<file path="config.mk">
export PLATFORM = sky130hd
export DESIGN_NAME = control_sequencer
export DESIGN_NICKNAME = d
export VERILOG_FILES = /design/src/rtl/control_sequencer.sv
export SDC_FILE = /design/constraint.sdc
export NUM_CORES = 1
export LEC_CHECK = 0
export BUFFER_PORTS_ARGS = -buffer_cell sky130_fd_sc_hd__buf_4
export CORE_ASPECT_RATIO = 0.75
export CORE_UTILIZATION = 33
export CTS_CLUSTER_DIAMETER = 60
export CTS_CLUSTER_SIZE = 8
export DETAILED_ROUTE_END_ITERATION = 6
export MAX_ROUTING_LAYER = met4
export PLACE_DENSITY = 0.66
export REMOVE_ABC_BUFFERS = 1
export SLEW_MARGIN = 20
export SYNTH_ARGS = -nofsm -noshare
export SYNTH_HDL_FRONTEND = slang
export SYNTH_SLANG_ARGS = --single-unit
</file>
<file path="constraint.sdc">
create_clock -name clock -period 3.9 [get_ports clock]
set_input_delay 0.585 -clock clock [delete_from_list [all_inputs] [get_ports clock]]
set_output_delay 0.585 -clock clock [all_outputs]
set_load 0.1 [all_outputs]
</file>
<file path="src/rtl/control_sequencer.sv">
// Purpose: Moore control unit sequencing fetch (T0-T2) and per-opcode execute (T3-T7) for DataPath.
// Latency: one state per clock; strobes decode from registered state + latched opcode.
// Backpressure: memory states hold until mem_done; MEM_TIMEOUT waiting cycles force the sticky FAULT state.
// Ports: clock/clear (async active-low); ir, con, mem_done from DataPath/memory;
//        register strobes, gra/grb/grc/rin/rout/BAout selects, Read/Write, ops[4:0] to DataPath;
//        run (executing), fault (sticky timeout/illegal-opcode flag).
module control_sequencer #(
  parameter logic [4:0] OP_ADD      = 5'b00011,
  parameter int         MEM_TIMEOUT = 15
) (
  input  logic        clock,
  input  logic        clear,
  input  logic [31:0] ir,
  input  logic        con,
  input  logic        mem_done,
  output logic        PCout,
  output logic        MARin,
  output logic        IncPC,
  output logic        RZin,
  output logic        RZLOout,
  output logic        PCin,
  output logic        Read,
  output logic        Write,
  output logic        MDRin,
  output logic        MDRout,
  output logic        IRin,
  output logic        RYin,
  output logic        Cout,
  output logic        CONin,
  output logic        gra,
  output logic        grb,
  output logic        grc,
  output logic        rin,
  output logic        rout,
  output logic        BAout,
  output logic [4:0]  ops,
  output logic        run,
  output logic        fault
);

  localparam logic [3:0] T0 = 4'd0, T1 = 4'd1, T2 = 4'd2, T3 = 4'd3, T4 = 4'd4;
  localparam logic [3:0] T5 = 4'd5, T6 = 4'd6, T7 = 4'd7, HALT = 4'd8, FAULT = 4'd9;

  localparam logic [4:0] OPC_LD   = 5'b00000, OPC_LDI  = 5'b00001, OPC_ST   = 5'b00010;
  localparam logic [4:0] OPC_ADD  = 5'b00011, OPC_SUB  = 5'b00100, OPC_AND  = 5'b00101;
  localparam logic [4:0] OPC_OR   = 5'b00110, OPC_ADDI = 5'b01100, OPC_ANDI = 5'b01101;
  localparam logic [4:0] OPC_ORI  = 5'b01110, OPC_BR   = 5'b10010, OPC_JR   = 5'b10011;
  localparam logic [4:0] OPC_NOP  = 5'b11000, OPC_HALT = 5'b11001;

  localparam int              CW      = $clog2(MEM_TIMEOUT + 1);
  localparam logic [CW-1:0]   TO_LAST = CW'(MEM_TIMEOUT - 1);

  logic [3:0]    state_q, state_d;
  logic [4:0]    op_q, op_d;
  logic [CW-1:0] cnt_q, cnt_d;
  // Low for the first edge after reset so that edge performs T0 rather than leaving it.
  logic          started_q;
  logic          mem_st;
  logic          unused_ir;

  assign unused_ir = ^ir[26:0];

  wire is_ldst = (op_q == OPC_LD) || (op_q == OPC_LDI) || (op_q == OPC_ST);
  wire is_alu  = (op_q >= OPC_ADD) && (op_q <= OPC_OR);
  wire is_imm  = (op_q >= OPC_ADDI) && (op_q <= OPC_ORI);

  // States that wait on the memory handshake.
  assign mem_st = started_q && ((state_q == T1) ||
                                (state_q == T6 && op_q == OPC_LD) ||
                                (state_q == T7 && op_q == OPC_ST));

  always_comb begin
    state_d = state_q;
    op_d    = op_q;
    case (state_q)
      T0: state_d = T1;
      T1: if (mem_done) state_d = T2;
      T2: begin
        op_d = ir[31:27];
        case (ir[31:27])
          OPC_LD, OPC_LDI, OPC_ST, OPC_ADD, OPC_SUB, OPC_AND, OPC_OR,
          OPC_ADDI, OPC_ANDI, OPC_ORI, OPC_BR, OPC_JR: state_d = T3;
          OPC_NOP:  state_d = T0;
          OPC_HALT: state_d = HALT;
          default:  state_d = FAULT;
        endcase
      end
      T3: state_d = (op_q == OPC_JR) ? T0 : T4;
      T4: state_d = T5;
      T5: state_d = (op_q == OPC_LD || op_q == OPC_ST || op_q == OPC_BR) ? T6 : T0;
      T6: begin
        if (op_q == OPC_LD) begin
          if (mem_done) state_d = T7;
        end else if (op_q == OPC_ST) begin
          state_d = T7;
        end else begin
          state_d = T0;
        end
      end
      T7: begin
        if (op_q != OPC_ST || mem_done) state_d = T0;
      end
      HALT:    state_d = HALT;
      FAULT:   state_d = FAULT;
      default: state_d = FAULT;
    endcase
    // Timeout fires on the last allowed waiting cycle, so Read/Write never exceed MEM_TIMEOUT cycles.
    if (mem_st && !mem_done && cnt_q == TO_LAST) state_d = FAULT;
    if (!started_q) begin
      state_d = state_q;
      op_d    = op_q;
    end
  end

  // Counter is zero on the first cycle of any memory state, which also marks the first T1 cycle.
  assign cnt_d = (mem_st && !mem_done && state_d == state_q) ? cnt_q + 1'b1 : '0;

  always_ff @(posedge clock or negedge clear) begin
    if (!clear) begin
      state_q   <= T0;
      op_q      <= '0;
      cnt_q     <= '0;
      started_q <= 1'b0;
    end else begin
      state_q   <= state_d;
      op_q      <= op_d;
      cnt_q     <= cnt_d;
      started_q <= 1'b1;
    end
  end

  always_comb begin
    {PCout, MARin, IncPC, RZin, RZLOout, PCin, Read, Write, MDRin, MDRout} = '0;
    {IRin, RYin, Cout, CONin, gra, grb, grc, rin, rout, BAout}             = '0;
    ops = '0;
    if (started_q) begin
      case (state_q)
        T0: {PCout, MARin, IncPC, RZin} = '1;
        T1: begin
          Read  = 1'b1;
          MDRin = 1'b1;
          if (cnt_q == '0) {RZLOout, PCin} = '1;
        end
        T2: {MDRout, IRin} = '1;
        T3: begin
          if (is_ldst)                    {grb, BAout, RYin} = '1;
          else if (is_alu || is_imm)      {grb, rout, RYin}  = '1;
          else if (op_q == OPC_BR)        {gra, rout, CONin} = '1;
          else if (op_q == OPC_JR)        {gra, rout, PCin}  = '1;
        end
        T4: begin
          if (is_ldst) begin
            {Cout, RZin} = '1;
            ops = OP_ADD;
          end else if (is_alu) begin
            {grc, rout, RZin} = '1;
            ops = op_q;
          end else if (is_imm) begin
            {Cout, RZin} = '1;
            ops = (op_q == OPC_ANDI) ? OPC_AND : (op_q == OPC_ORI) ? OPC_OR : OP_ADD;
          end else if (op_q == OPC_BR) begin
            {PCout, RYin} = '1;
          end
        end
        T5: begin
          if (op_q == OPC_LD || op_q == OPC_ST) {RZLOout, MARin} = '1;
          else if (op_q == OPC_LDI || is_alu || is_imm) {RZLOout, gra, rin} = '1;
          else if (op_q == OPC_BR) begin
            {Cout, RZin} = '1;
            ops = OP_ADD;
          end
        end
        T6: begin
          if (op_q == OPC_LD)      {Read, MDRin} = '1;
          else if (op_q == OPC_ST) {gra, rout, MDRin} = '1;
          else if (op_q == OPC_BR && con) {RZLOout, PCin} = '1;
        end
        T7: begin
          if (op_q == OPC_LD)      {MDRout, gra, rin} = '1;
          else if (op_q == OPC_ST) Write = 1'b1;
        end
        default: ;
      endcase
    end
  end

  assign run   = started_q && (state_q != HALT) && (state_q != FAULT);
  assign fault = (state_q == FAULT);

endmodule

</file>
==> PnR_summary.wiki <==
{| class="wikitable"
! Metric !! Value
|-
| Clock transition at the registers of the reported paths || 50 ps
|-
| Number of iterations in the first detailed-routing pass || 4
|-
| Worst setup slack after placement || 1201 ps
|-
| Ordered cell list for the critical path || inv_1 > a21oi_1 > o21ai_0 > a2111oi_0 > o21a_1 > buf_4
|-
| Most area-consuming cells after synthesis || dfrtp_1 25%, nor2_1 7.4%, o21a_1 3.7%
|-
| Global-route wire length before repair || 6072 µm
|-
| Share of synthesized flip-flops with an asynchronous set or reset || 100.0%
|-
| Clock tree from TritonCTS || yes
|-
| Accumulated negative setup slack || 0 ps
|-
| Post-CTS Repair Setup Buffers || 0
|-
| Clock network latency to the later pin of the worst-skew pair || 240 ps
|-
| Peak VDD IR || between 0.0002 and 0.0003 V
|-
| Die Height || 58.66 µm
|-
| Via count || 1395
|-
| Number of flops mapped to enable cells by yosys || 0
|-
| Max stage delay cell, worst path || dfrtp_1
|-
| Critical path type || register to output pin
|-
| Final cell count without fillers || 260
|-
| Share of post-route cells with drive strength above 1 || 23.90%
|-
| # IOs || 63
|-
| Kind of capture point of the worst setup path || output pin
|-
| Power Density || 486.4 nW/µm²
|-
| Worst Max-Slew Pin Slew || 627.9 ps
|-
| Required time at the endpoint of the critical path || 3310 ps
|-
| Layout Area Growth over Synthesis || 19.13%
|-
| Die W || a little under 80 µm
|-
| Relative slew slack || approximately three fifths
|-
| Buf/Inv on CP || 2
|-
| Final worst path period share || 76.42%
|-
| Final-report max-slew violation count || 0
|-
| Clock network power share || 13.7%
|-
| Initial Utilization || about 35%
|-
| Number of antenna diodes || 0
|-
| Routed via count divided by cell count || between 5 and 6
|-
| Hold-fix buffers at CTS || 0
|-
| Post-detailed-route count of antenna-violating nets || 0
|-
| Outcome || finished, final reports clean
|-
| # port buffers || 33
|-
| Number of instances resized during post-cts repair || 0
|-
| Number of cells in the design after placement || 257
|-
| HP Class || input port to asynchronous set/reset pin
|-
| Post-Route Utilization || 41.26%
|-
| Crit path arrival time || 2400 ps
|-
| Final hold violation count || 0
|-
| Minimum period implied by the final worst setup slack || slightly below 3000 ps
|-
| Switching Fraction || 53.88%
|-
| Placement row count || 20
|-
| Number of inserted filler cells in the final layout || 436
|-
| Number of buffers on the longest clock path || 2
|-
| NetSw || 0.4410 mW
|-
| Top cell type's share of synthesized area || roughly 25%
|-
| Crit-path leading delay family || compound AO/OA/AOI/OAI gates
|-
| Critical-path maximum fanout || 12
|-
| Max-capacitance violation count || 0
|-
| Leakage || between 0.7 and 0.8 nW
|-
| Number of endpoints failing setup at the final stage || 0
|-
| Internal portion of total power || 0.3776 mW
|-
| CTS HTree Levels || 1
|-
| Die ar. || between 4000 and 5000 µm²
|-
| Fmax || 335.5 MHz
|-
| DRC violations left || 0
|-
| Maximum number of pins on one net before global-route repair || 22
|-
| Initial antenna violation count || 0
|-
| Part of the Yosys area used for sequential elements || between 20% and 30%
|-
| Clock Skew || roughly 1.5 ps
|-
| Synth cell types || 55
|-
| Iteration-0 DRC Markers || around 200
|-
| Critical path startpoint category || register
|-
| Total global routing overflow || 0
|-
| Clock Root Buffer || clkbuf_8
|-
| Number of global-route vias before repair || ~1.2k
|-
| Cell count after synthesis || 185
|-
| Number of buffers added by the clock tree synthesis step || 3
|-
| Number of warnings issued by yosys || 0
|-
| Gate power share || 48.3%
|-
| Minimum setup slack in the final design || 919.6 ps
|-
| Longest individual stage delay on the worst path || 620 ps
|-
| Top_reg_cell synth || dfrtp_1
|-
| Placeable core region || 4079 µm²
|-
| Cell taking the most area after synthesis || dfrtp_1
|-
| Unrepaired setup endpoints after global routing || no
|-
| Drt total wl || 3639 µm
|-
| Number of sinks driven by the clock tree || 14
|-
| Sequential share of power || 38.0%
|-
| Estimated wirelength of the detail-placed design || 2659 µm
|-
| Average detailed-routed wire length per instance || 14.00 µm
|-
| Overall fraction of global-route tracks in use || 17.25%
|-
| GPL Wtd Cong || between 0.8 and 0.9
|-
| Post-synthesis instance area || 1413 µm²
|-
| Total power || 0.8186 mW
|-
| Flops & latches, synth || 14
|-
| Syn_area_per_cell || 7.636 µm²
|-
| Fin nets || 246
|}
per-layer routing:
layer  track usage [%]  vias to the layer above  wire length, µm  share of wire [%]
li1                  -                      705                -                  -
met1             27.31                      634             1941                 53
met2             22.88                       52             1450                 40
met3             1.550                        4              230                6.3
met4             4.043                        0               16               0.44
met5                 -                        -                0                  0
per-stage QoR:
stage / hold slack (ps) / area (µm²)
2_1_floorplan: 289.4 / 1325
3_3_place_gp: 443.3 / 1642
3_5_place_dp: 445.3 / 1642
4_1_cts: 185.8 / 1683
5_1_grt: 190.9 / 1683
6_report: 186.2 / 1683
sequential cells by signal, summed over array words and instances, names as in the netlist:
name / count
op_q: 5
started_q: 1
state_q: 4
cnt_q: 4
Yosys cell counts, types with 2 or more instances:
cell,count
o21a_1,7
o211a_1,2
nand3_1,7
o31ai_1,2
and3_1,2
nand2_1,12
a21oi_1,10
inv_1,10
xnor2_1,2
dfrtp_1,14
clkbuf_1,5
a211oi_1,2
nor3_1,3
nand4bb_1,2
conb_1,2
and2_1,2
mux2_2,4
and4_1,2
nor2_1,28
nand2b_1,3
nor4_1,3
buf_4,3
buf_2,6
o22ai_1,4
a31oi_1,2
xor2_1,2
o21ai_0,9
nor2b_1,3
ha_1,3
nand4_1,4
worst reg2reg max path: stages (launching register included):
cell and delay (ps):
dfrtp_1 740, xor2_2 170, nor4_1 50, a32o_2 310, a41o_1 280, o32a_1 350
power by group through the flow:
stage	sequential [mW]	combinational (mW)	clock, mW
after global routing	0.325	0.424	0.124
after floorplan	0.270	0.333	0
after detailed placement	0.311	0.393	0
after global placement	0.311	0.391	0
final	0.311	0.395	0.113
after CTS	0.309	0.395	0.117
cell type report:
| class | instances | area, µm² | share of cell area (%) |
|---|---|---|---|
| Multi-Input combinational cell | 144 | 933.4 | 55.46 |
| Clock buffer | 3 | 41.29 | 2.454 |
| Tap cell | 55 | 68.82 | 4.089 |
| Timing Repair Buffer | 33 | 247.7 | 14.72 |
| Sequential cell | 14 | 350.3 | 20.82 |
| Inverter | 11 | 41.29 | 2.454 |
cells by family (layout without fill, tap and decap cells):
kind of cell | count (synthesis) | after routing | share of synthesized area, %
compound gates | 50 | 50 | 24.71
xor+xnor | 5 | 5 | 3.632
fa+ha+maj | 3 | 3 | 2.658
buf+inv | 28 | 47 | 9.388
flops | 14 | 14 | 24.80
mux | 4 | 4 | 3.188
other cells | 2 | 3 | 0.5316
simple gates | 79 | 79 | 31.09
cell usage in the layout (no fill, tap or decap), types with 3 or more instances in the layout:
cell type  netlist  layout
buf_4            3      33
nor2_1          28      28
dfrtp_1         14      14
nand2_1         12      12
inv_1           10      10
a21oi_1         10      10
o21ai_0          9       9
nand3_1          7       7
o21a_1           7       7
o22ai_1          4       4
nand4_1          4       4
mux2_2           4       4
nor4_1           3       3
nor2b_1          3       3
nor3_1           3       3
nand2b_1         3       3
ha_1             3       3
conb_1           2       3
clkbuf_8         0       3
worst paths after layout:
kind / startpoint / to / slack [ps] / cells past startpoint
max reg2reg: op_q[1] / state_q[0] / 1870 / 5
min reg2reg: cnt_q[0] / cnt_q[0] / 490 / 1
max: op_q[2] / RZin / 920 / 6
min in group clock: cnt_q[0] / cnt_q[0] / 490 / 1
max in group asynchronous: clear / state_q[0] / 3550 / 1
min: clear / op_q[1] / 190 / 1
No activity file was read; power rests on OpenSTA's default activity.
